<file path="src/rtl/bcd_updown_counter_7seg_mux.sv">
// Multi-digit BCD up/down counter with prescaled stepping, clamped parallel load,
// wrap/saturate bounds, and a time-multiplexed active-low 7-segment display driver.
module bcd_updown_counter_7seg_mux #(
  parameter int DIGITS   = 4,
  parameter int DIV      = 10,
  parameter int SCAN_DIV = 4,
  parameter int SATURATE = 0
) (
  input  logic                  clk,
  input  logic                  rst,
  input  logic                  enable,
  input  logic                  upDown,
  input  logic                  load,
  input  logic [4*DIGITS-1:0]   load_value,
  output logic [4*DIGITS-1:0]   count,
  output logic [6:0]            seg7,
  output logic [DIGITS-1:0]     an,
  output logic                  wrap
);

  localparam int PW = (DIV > 1)      ? $clog2(DIV)      : 1;
  localparam int SW = (SCAN_DIV > 1) ? $clog2(SCAN_DIV) : 1;
  localparam int IW = (DIGITS > 1)   ? $clog2(DIGITS)   : 1;

  localparam logic [PW-1:0] PRESC_LAST = PW'(DIV - 1);
  localparam logic [SW-1:0] SCAN_LAST  = SW'(SCAN_DIV - 1);
  localparam logic [IW-1:0] IDX_LAST   = IW'(DIGITS - 1);

  logic [4*DIGITS-1:0] count_q, count_d;
  logic [4*DIGITS-1:0] inc_val, dec_val, clamp_val;
  logic                all_nines, all_zero;
  logic [PW-1:0]       presc_q, presc_d;
  logic [SW-1:0]       scan_tmr_q, scan_tmr_d;
  logic [IW-1:0]       scan_idx_q, scan_idx_d;
  logic                wrap_q, wrap_d;
  logic [3:0]          sel_digit;

  function automatic logic [6:0] seg_decode(input logic [3:0] d);
    case (d)
      4'd0:    seg_decode = 7'b0000001;
      4'd1:    seg_decode = 7'b1001111;
      4'd2:    seg_decode = 7'b0010010;
      4'd3:    seg_decode = 7'b0000110;
      4'd4:    seg_decode = 7'b1001100;
      4'd5:    seg_decode = 7'b0100100;
      4'd6:    seg_decode = 7'b0100000;
      4'd7:    seg_decode = 7'b0001111;
      4'd8:    seg_decode = 7'b0000000;
      4'd9:    seg_decode = 7'b0000100;
      default: seg_decode = 7'b1111111;
    endcase
  endfunction

  // Ripple carry/borrow: a surviving carry-out means every digit was 9 (or 0).
  always_comb begin : bcd_arith
    logic carry, borrow;
    // NOTE: every combinational output gets a default first so no path infers a latch.
    carry     = 1'b1;
    borrow    = 1'b1;
    inc_val   = count_q;
    dec_val   = count_q;
    clamp_val = load_value;
    for (int i = 0; i < DIGITS; i++) begin
      if (carry) begin
        if (count_q[4*i +: 4] == 4'd9) begin
          inc_val[4*i +: 4] = 4'd0;
        end else begin
          inc_val[4*i +: 4] = count_q[4*i +: 4] + 4'd1;
          carry = 1'b0;
        end
      end
      if (borrow) begin
        if (count_q[4*i +: 4] == 4'd0) begin
          dec_val[4*i +: 4] = 4'd9;
        end else begin
          dec_val[4*i +: 4] = count_q[4*i +: 4] - 4'd1;
          borrow = 1'b0;
        end
      end
      if (load_value[4*i +: 4] > 4'd9) clamp_val[4*i +: 4] = 4'd9;
    end
    all_nines = carry;
    all_zero  = borrow;
  end

  always_comb begin : count_next
    count_d = count_q;
    presc_d = presc_q;
    wrap_d  = 1'b0;
    if (load) begin
      count_d = clamp_val;
      presc_d = '0;
    end else if (enable) begin
      if (presc_q == PRESC_LAST) begin
        presc_d = '0;
        if (upDown) begin
          if (!all_nines) begin
            count_d = inc_val;
          end else if (SATURATE == 0) begin
            count_d = inc_val;
            wrap_d  = 1'b1;
          end
        end else begin
          if (!all_zero) begin
            count_d = dec_val;
          end else if (SATURATE == 0) begin
            count_d = dec_val;
            wrap_d  = 1'b1;
          end
        end
      end else begin
        presc_d = presc_q + PW'(1);
      end
    end
  end

  always_comb begin : scan_next
    scan_tmr_d = scan_tmr_q + SW'(1);
    scan_idx_d = scan_idx_q;
    if (scan_tmr_q == SCAN_LAST) begin
      scan_tmr_d = '0;
      scan_idx_d = (scan_idx_q == IDX_LAST) ? '0 : scan_idx_q + IW'(1);
    end
  end

  always_ff @(posedge clk) begin
    // NOTE: state registers use non-blocking assignments so every flop samples pre-edge values.
    if (rst) begin
      count_q    <= '0;
      presc_q    <= '0;
      scan_tmr_q <= '0;
      scan_idx_q <= '0;
      wrap_q     <= 1'b0;
    end else begin
      count_q    <= count_d;
      presc_q    <= presc_d;
      scan_tmr_q <= scan_tmr_d;
      scan_idx_q <= scan_idx_d;
      wrap_q     <= wrap_d;
    end
  end

  // Digit select mux and anode drive share one compare against the scan index.
  always_comb begin : display
    sel_digit = 4'd0;
    an        = '1;
    for (int i = 0; i < DIGITS; i++) begin
      if (scan_idx_q == IW'(i)) begin
        sel_digit = count_q[4*i +: 4];
        an[i]     = 1'b0;
      end
    end
    seg7 = seg_decode(sel_digit);
  end

  assign count = count_q;
  assign wrap  = wrap_q;

endmodule

</file>
<file path="config.mk">
export PLATFORM = sky130hd
export DESIGN_NAME = bcd_updown_counter_7seg_mux
export DESIGN_NICKNAME = d
export VERILOG_FILES = /design/src/rtl/bcd_updown_counter_7seg_mux.sv
export SDC_FILE = /design/constraint.sdc
export NUM_CORES = 1
export LEC_CHECK = 0
export CAP_MARGIN = 20
export CORE_ASPECT_RATIO = 1.25
export CORE_MARGIN = 5
export CORE_UTILIZATION = 55
export CTS_CLUSTER_SIZE = 10
export DETAILED_ROUTE_END_ITERATION = 12
export GPL_TIMING_DRIVEN = 0
export PLACE_DENSITY = 0.95
export SKIP_CTS_REPAIR_TIMING = 1
export SYNTH_ARGS = -nofsm -noshare
export SYNTH_HDL_FRONTEND = slang
export SYNTH_SLANG_ARGS = --single-unit
</file>
<file path="constraint.sdc">
create_clock -name clk -period 4.65 [get_ports clk]
set_clock_uncertainty 0.2 [all_clocks]
set_input_delay 0.93 -clock clk [delete_from_list [all_inputs] [get_ports clk]]
set_output_delay 0.93 -clock clk [all_outputs]
set_load 0.005 [all_outputs]
</file>
# Yosys cells after proc, flatten, opt, wreduce, memory -nomap -nowiden
# Memory sizes are Yosys's and may differ from the RTL's.
# Cells that the tools add are included.
[word_totals] regBits=25 romBits=112 wordCells=104 n_memories=1
[mem_list] memory="(no name shown)" depth=16 word_bits=7 read_ports=1 rd_ports_with_merged_regs=0 write_ports=0 line="39" source="case (d)"
[classes] n_addsub=11 magnitude_cmp=4 eq_ne=12 muxes=49 bitwise_logic=2 n_reduce_logical=17
[op_table] operator="$mux 4" count=23
[op_table] operator="$mux 16" count=4
[op_table] operator="$mux 1" count=21
[op_table] operator="$add 4x1->4 const B" count=5
[op_table] operator="$eq 4x4->1 const B" count=5
[op_table] operator="$gt 4x4->1 const B" count=4
[op_table] operator="$logic_not 4->1" count=4
[op_table] operator="$sub 4x1->4 const B" count=4
[op_table] operator="$reduce_and 4->1" count=3
[op_table] operator="$ne 3x1->1 const B" count=3
[op_table] operator="$reduce_bool 3->1" count=3
[op_table] operator="$eq 2x2->1 const B" count=3
[op_table] operator="$add 2x1->2 const B" count=2
[op_table] operator="$reduce_bool 2->1" count=2
[op_table] operator="$reduce_or 2->1" count=2
[op_table] operator="$reduce_or 4->1" count=1
[op_table] operator="$eq 2x1->1 const B" count=1
[op_table] operator="$logic_not 2->1" count=1
[op_table] operator="$mux 2" count=1
[op_table] operator="$not 1->1" count=2
[op_table] operator="$reduce_and 2->1" count=1

# Depth between registers and ports, before layout
[logic_depth] ltp_word=9 depth_mapped=8

# Worst setup path after synthesis
# OpenSTA, ideal clock, no wires.
[synth_path] kind="reg-to-output" startpoint="register scan_idx_q[0]" endpoint="output port seg7[3]" arrival_ns=1.796 slack_ns=1.724 stages_incl_launch_ff=7 path_cell_list="dfxtp_1 > ha_1 > clkbuf_1 > a211oi_1 > a211oi_1 > ha_1 > o221ai_1"
[synth_via] elab_chain_cells=6
[synth_rtl] element="start: declaration" line="34" source="logic [IW-1:0] scan_idx_q, scan_idx_d;"
[synth_rtl] element="start signal: assignment" line="138" source="scan_idx_q <= scan_idx_d;"
[synth_rtl] element="$logic_not 2->1" line="148" source="if (scan_idx_q == IW'(i)) begin"
[synth_rtl] element="$mux 4 (3 in a row)" line="148"
[synth_rtl] element="$mux 4 (*)" line="148"
[synth_rtl] element="$mem_v2 16x7 (*)"
[synth_rtl] element="end: declaration" line="16" source="output logic [6:0] seg7,"
# Mark *: on every way between the ends. The rest lies on a longest branch, timed or not.

# Final worst setup path
# Same ends and word-level chain as after synthesis.

==> flow_summary_export.csv <==
group,metric,value,unit
setup_path,crit_chain,"ha_1, clkbuf_1, a211oi_1, a211oi_1, ha_1, o221ai_1, clkdlybuf4s50_1",
route,drt_iter0_markers,193,
route,vias,2522,
yosys,synthArstFlopShare,0,
setup_path,cp_num_buf_inv,2,
placed_design,io_buffers,47,
global_routing,grt_overflow_total,0,
clock_tree,clk_pin_slew,0.09,ns
setup_path,path_class,"reg -> out",
timing,worstMarginPinSlew,0.818,ns
setup_path,cp-end-kind,"output pin",
power,p_leak,1.03,nW
global_routing,grt_antenna_before_repair,0,
timing,final.setup.tns,0,ns
setup_path,slowest_stage,"a211oi_1",
cells_and_area,drive_gt1_frac,0.0394,
cells_and_area,fillCellCount,303,
power,ir_drop,0.159,mV
route,finalWirelength,6270,um
floorplan,core,3820,um^2
setup_path,critical_path_required,3.52,ns
yosys,synth_nets,331,
global_routing,grtUsageTotal,0.240,
route,drc,0,
setup_path,startpoint_type,"flop",
yosys,synth_area_per_cell,7.25,um^2
route,vias_per_cell,6.17,
flow_run,drv_cap,0,
yosys,ys.flop_type,"dfxtp_1",
cells_and_area,fin_nets,383,
timing,slew_headroom,0.451,
floorplan,die-area,5380,um^2
timing,fmax,0.249,GHz
floorplan,start_util,0.578,
yosys,ys_types,57,
placed_design,hpwl,4640,um
clock_tree,numCtsBuffers,3,
yosys,syn-cell-area,2200,um^2
floorplan,rows,25,
floorplan,dieWidth,66.6,um
route,postRouteAntennaNets,0,
cells_and_area,num_antenna_cells,0,
yosys,seq_area_frac_synth,0.227,
yosys,ys_seq_elements,25,
global_routing,grt_pass1_wl,10200,um
clock_tree,cts_tree,"yes",
cells_and_area,areaGrowthSynthToFinish,26.6,%
timing,rsz0062_at_grt,"false",
cells_and_area,final_common_cell,"clkdlybuf4s50_1",
timing,holdWs,0.232,ns
status,status,"completed",
clock_tree,h-tree-depth,1,
global_routing,grt_max_degree,16,
clock_tree,cts_sinks,25,
setup_path,path_max_fanout,10,
cells_and_area,layout_common_cells,"clkdlybuf4s50_1 (47), nand2_1 (26), clkbuf_1 (25), dfxtp_1 (25), nor2_1 (24)",
route,firstDrtPassIters,5,
timing,finalSetupViolations,0,
timing,fin_crit_sh,0.864,
route,wl_per_cell,15.3,um
yosys,yosys_warnings,0,
power,power_density,211,nW/um^2
global_routing,grt_pass1_vias,2306,
setup_path,path_delay_family,"buffers and inverters",
placed_design,place_congestion,0.886,
floorplan,io_pins,49,
setup_path,slowest_delay,0.53,ns
timing,hold_viol_final,0,
timing,period_needed,4.02,ns
clock_tree,root_buffer,"clkbuf_8",
yosys,synth_edf_count,0,
clock_tree,clock_latency,0.28,ns
setup_path,arrival,2.89,ns
worst_hold_path,min_path_type,"reg -> reg",
timing,drv_slew,0,
yosys,netlist_instances,304,
floorplan,die_height,80.8,um
clock_tree,cts.path.max_buffers,2,
through the flow:
step                      total power [mW]   util  area [um^2]  std cells  setup WS, ns
after floorplan                      0.361      -         2200        304          1.72
after global placement               0.444  0.719         2740        405          1.03
after detailed placement             0.449  0.719         2740        405         0.966
after CTS                            0.589  0.731         2790        409         0.663
after global routing                 0.626  0.731         2790        409         0.407
final                                0.589  0.731         2790        409         0.633
final timing paths:
path | endpoint | slack, ns | from | depth (start not counted)
setup / recovery | seg7[3] | 0.63 | scan_idx_q[0] | 7
hold / removal | scan_tmr_q[0] | 0.23 | scan_tmr_q[0] | 1
setup reg to reg | count[9] | 2.18 | count[2] | 7
hold reg to reg | scan_tmr_q[0] | 0.23 | scan_tmr_q[0] | 1
routing by layer:
layer / wire length, um / track usage
met4: 263 / 0.130
met1: 2550 / 0.288
met3: 395 / 0.0277
met2: 3070 / 0.412
met5: 0 / 0
synthesized netlist by cell type, drive strengths merged, types with 2 or more instances:
cell type  instances  area, um^2
a2111oi            3        26.3
a211oi             9        67.6
a21boi             2        15.0
a21o               2        15.0
a21oi             18        93.8
a22o               4        35.0
a311oi             2        17.5
a31oi              4        25.0
and2               2        12.5
and3               2        12.5
and3b              3        26.3
and4b              2        20.0
buf                4        25.0
clkbuf            25        93.8
dfxtp             25         500
ha                 6        75.1
inv               17        63.8
mux2i              4        40.0
nand2             26        97.6
nand2b             4        25.0
nand3              5        25.0
nand3b             7        52.6
nand4              3        18.8
nand4b             2        17.5
nor2              24        90.1
nor2b             12        75.1
nor3              10        61.3
nor3b              5        37.5
nor4               4        25.0
o21a               7        52.6
o21ai             15        75.1
o21bai             2        15.0
o221ai             3        26.3
o22ai              3        18.8
o31a               2        17.5
o31ai              3        22.5
o41ai              3        33.8
or2                2        12.5
or3                4        25.0
or4                4        33.8
or4b               4        40.0
xnor2              3        26.3
xor2               7        61.3
worst reg2reg max path, stage by stage (launching register included):
cell and delay, ns:
dfxtp_1 0.32, buf_2 0.17, or3_1 0.40, or4_1 0.44, buf_2 0.21, o41ai_2 0.32
o41ai_1 0.12, a22o_1 0.19
power breakdown:
part	leakage (nW)	total, mW	internal, mW	switching, mW
Clock	0.0217	0.140	0.0611	0.0794
Sequential	0.205	0.237	0.226	0.0107
Combinational	0.801	0.212	0.105	0.107
final cells by class:
| cell class | count | area, um^2 | share of cell area |
|---|---|---|---|
| Multi-Input combinational cell | 233 | 1520 | 0.545 |
| Sequential cell | 25 | 500 | 0.179 |
| Timing Repair Buffer | 47 | 470 | 0.169 |
| Buffer | 29 | 119 | 0.0426 |
| Tap cell | 54 | 67.6 | 0.0242 |
| Inverter | 17 | 63.8 | 0.0229 |
| Clock buffer | 3 | 41.3 | 0.0148 |
| Clock inverter | 1 | 7.51 | 0.00269 |
sequential cells by signal, summed over array words and instances, names as in the netlist:
name / flops
count: 16
presc_q: 4
scan_idx_q: 2
scan_tmr_q: 2
wrap: 1
cell families after synthesis:
family	after synthesis	synth area share
multiplexers	4	0.0182
flip-flops	25	0.227
AO/OA/AOI/OAI	88	0.277
adder cells (fa/ha/maj)	6	0.0341
XOR/XNOR	10	0.0397
buffers and inverters	46	0.0829
AND/OR/NAND/NOR	125	0.321
No activity file was read; power rests on OpenSTA's default activity.
==> RTL change, RTL diff (same flow settings) <==
Change the parameter `SATURATE` from 0 to 1.
--- a/src/rtl/bcd_updown_counter_7seg_mux.sv
+++ b/src/rtl/bcd_updown_counter_7seg_mux.sv
@@ -4,7 +4,7 @@
   parameter int DIGITS   = 4,
   parameter int DIV      = 10,
   parameter int SCAN_DIV = 4,
-  parameter int SATURATE = 0
+  parameter int SATURATE = 1
 ) (
   input  logic                  clk,
   input  logic                  rst,
Behaviour: no difference found for any inputs over 10 cycles, from zero or initial values and one cycle with rst high; that may be too few to reach the edited logic, so the function may still have changed.
==> RTL change against the unedited design <==
  * Setup slack got worse by 0.31 ns
  * Utilization is 3.4 points lower
  * Area after synthesis grew 9.5%
  * Sequential cell count decreased by 1
  * Clock power rose by 39%
  * Wire length rose by 20%
  * Design area is 8.1% higher
  * Synthesized cell count increased by 8.2%
  * Total power rose by 24%
==> RTL change: results (changes against the unedited design) <==
| Metric | Value |
|---|---|
| Register area share after synthesis | `19.9% (-2.8 points)` |
| Post-synth cell types | `62 (+8.8%)` |
| Max FO, Critical Path | `8 (-2)` |
| Post-synthesis adder-cell area fraction | `5.18% (+1.8 points)` |
| Post-synthesis mux area share | `2.54% (+0.72 points)` |
| GP Congestion | `0.977 (+10%)` |
| Commonest cells post-synth | `31 x a21oi_1, 24 x dfxtp_1, 21 x inv_1, 21 x o21ai_0, 19 x nor2_1` |
| Global-route usage over all layers | `25.5% (+1.5 points)` |
| Fin nets | `411 (+7.3%)` |
| DR pass1 iterations | `6 (+1)` |
| Synth Area in Compound Gates | `31.6% (+3.9 points)` |
| IR drop worst, VDD | `0.183 mV (+15%)` |
| Most area-consuming cells after synthesis | `dfxtp_1 20%, a21oi_1 6.4%, ha_1 5.2%` |
| Critical path arrival | `3.20 ns (+0.31 ns)` |
| Routed wire per std cell | `17.3 µm (+13%)` |
| Setup WS pre-CTS | `0.620 ns (-0.345 ns)` |
| Port bufs | `46 (-2.1%)` |
| DP Area | `2950 µm² (+7.4%)` |
| Layout cell share with drive strength beyond 1 | `9.23% (+5.3 points)` |
| First-pass GRT wire length | `12.4 mm (+22%)` |
| 1st-iter DRT viols | `257 (+33%)` |
| Via count | `2,849 (+13%)` |
| Worst slew pin tran | `0.624 ns (-0.195 ns)` |
| Status | `completed` |
| Vias in the first global route | `2,716 (+18%)` |
| XOR/XNOR Fraction of Synth Area | `3.63% (-0.34 points)` |
| Leakage | `1.15 nW (+12%)` |
| Pin count of the biggest net entering global routing | `15 (-1)` |
## RTL change: cell families after synthesis
logic type      Yosys count
other cells               1
fa+ha+maj                10
mux                       6
compound gates          114
xor+xnor                 10
simple gates            112
buf+inv                  52
flops                    24
## RTL change: cell type report
cell class	instances	area, µm²
inverter	21	78.8
buffer	31	151
fill	377	1310
clock buffer	3	41.3
timing repair buffer	46	460
sequential	24	480
clock inverter	1	30.0
multi-input combinational	253	1700
tap	58	72.6
## RTL change: path summary, 6_finish.rpt
check	from	to	slack, ns	cells after the start
max	scan_idx_q[0]$_SDFFE_PP0P_	seg7[2]	0.32	10
min	scan_tmr_q[0]$_SDFF_PP0_	scan_tmr_q[0]$_SDFF_PP0_	0.23	1
max reg2reg	count[5]$_SDFFE_PP0P_	count[2]$_SDFFE_PP0P_	2.39	6
min reg2reg	scan_tmr_q[0]$_SDFF_PP0_	scan_tmr_q[0]$_SDFF_PP0_	0.23	1
## RTL change: where the power goes
part | switching (mW) | leakage, nW | internal, mW
registers | 0.0154 | 0.197 | 0.220
clock network | 0.0795 | 0.0357 | 0.115
logic | 0.154 | 0.913 | 0.143
total | 0.249 | 1.15 | 0.479
## RTL change: worst max-delay path: stages, from the launching register on
cell and delay, ns:
dfxtp_1 0.42, ha_1 0.17, clkbuf_1 0.30, inv_1 0.14, o21a_1 0.14, a22oi_1 0.41
inv_1 0.13, ha_1 0.24, mux2_2 0.26, a21oi_1 0.17, clkdlybuf4s50_1 0.53
## RTL change: stage by stage
stage	std cells	power (mW)
finish	437	0.728
detailed placement	433	0.532
CTS	437	0.721
floorplan	329	0.414
global placement	433	0.520
global route	437	0.765
## RTL change: layer usage
layer | vias to the layer above | wire length (µm) | global-route usage (%)
li1 | 1322 | - | -
met1 | 1275 | 2780 | 28.8
met2 | 212 | 3640 | 44.4
met3 | 40 | 745 | 3.13
met4 | 0 | 386 | 16.3
met5 | - | 0 | 0
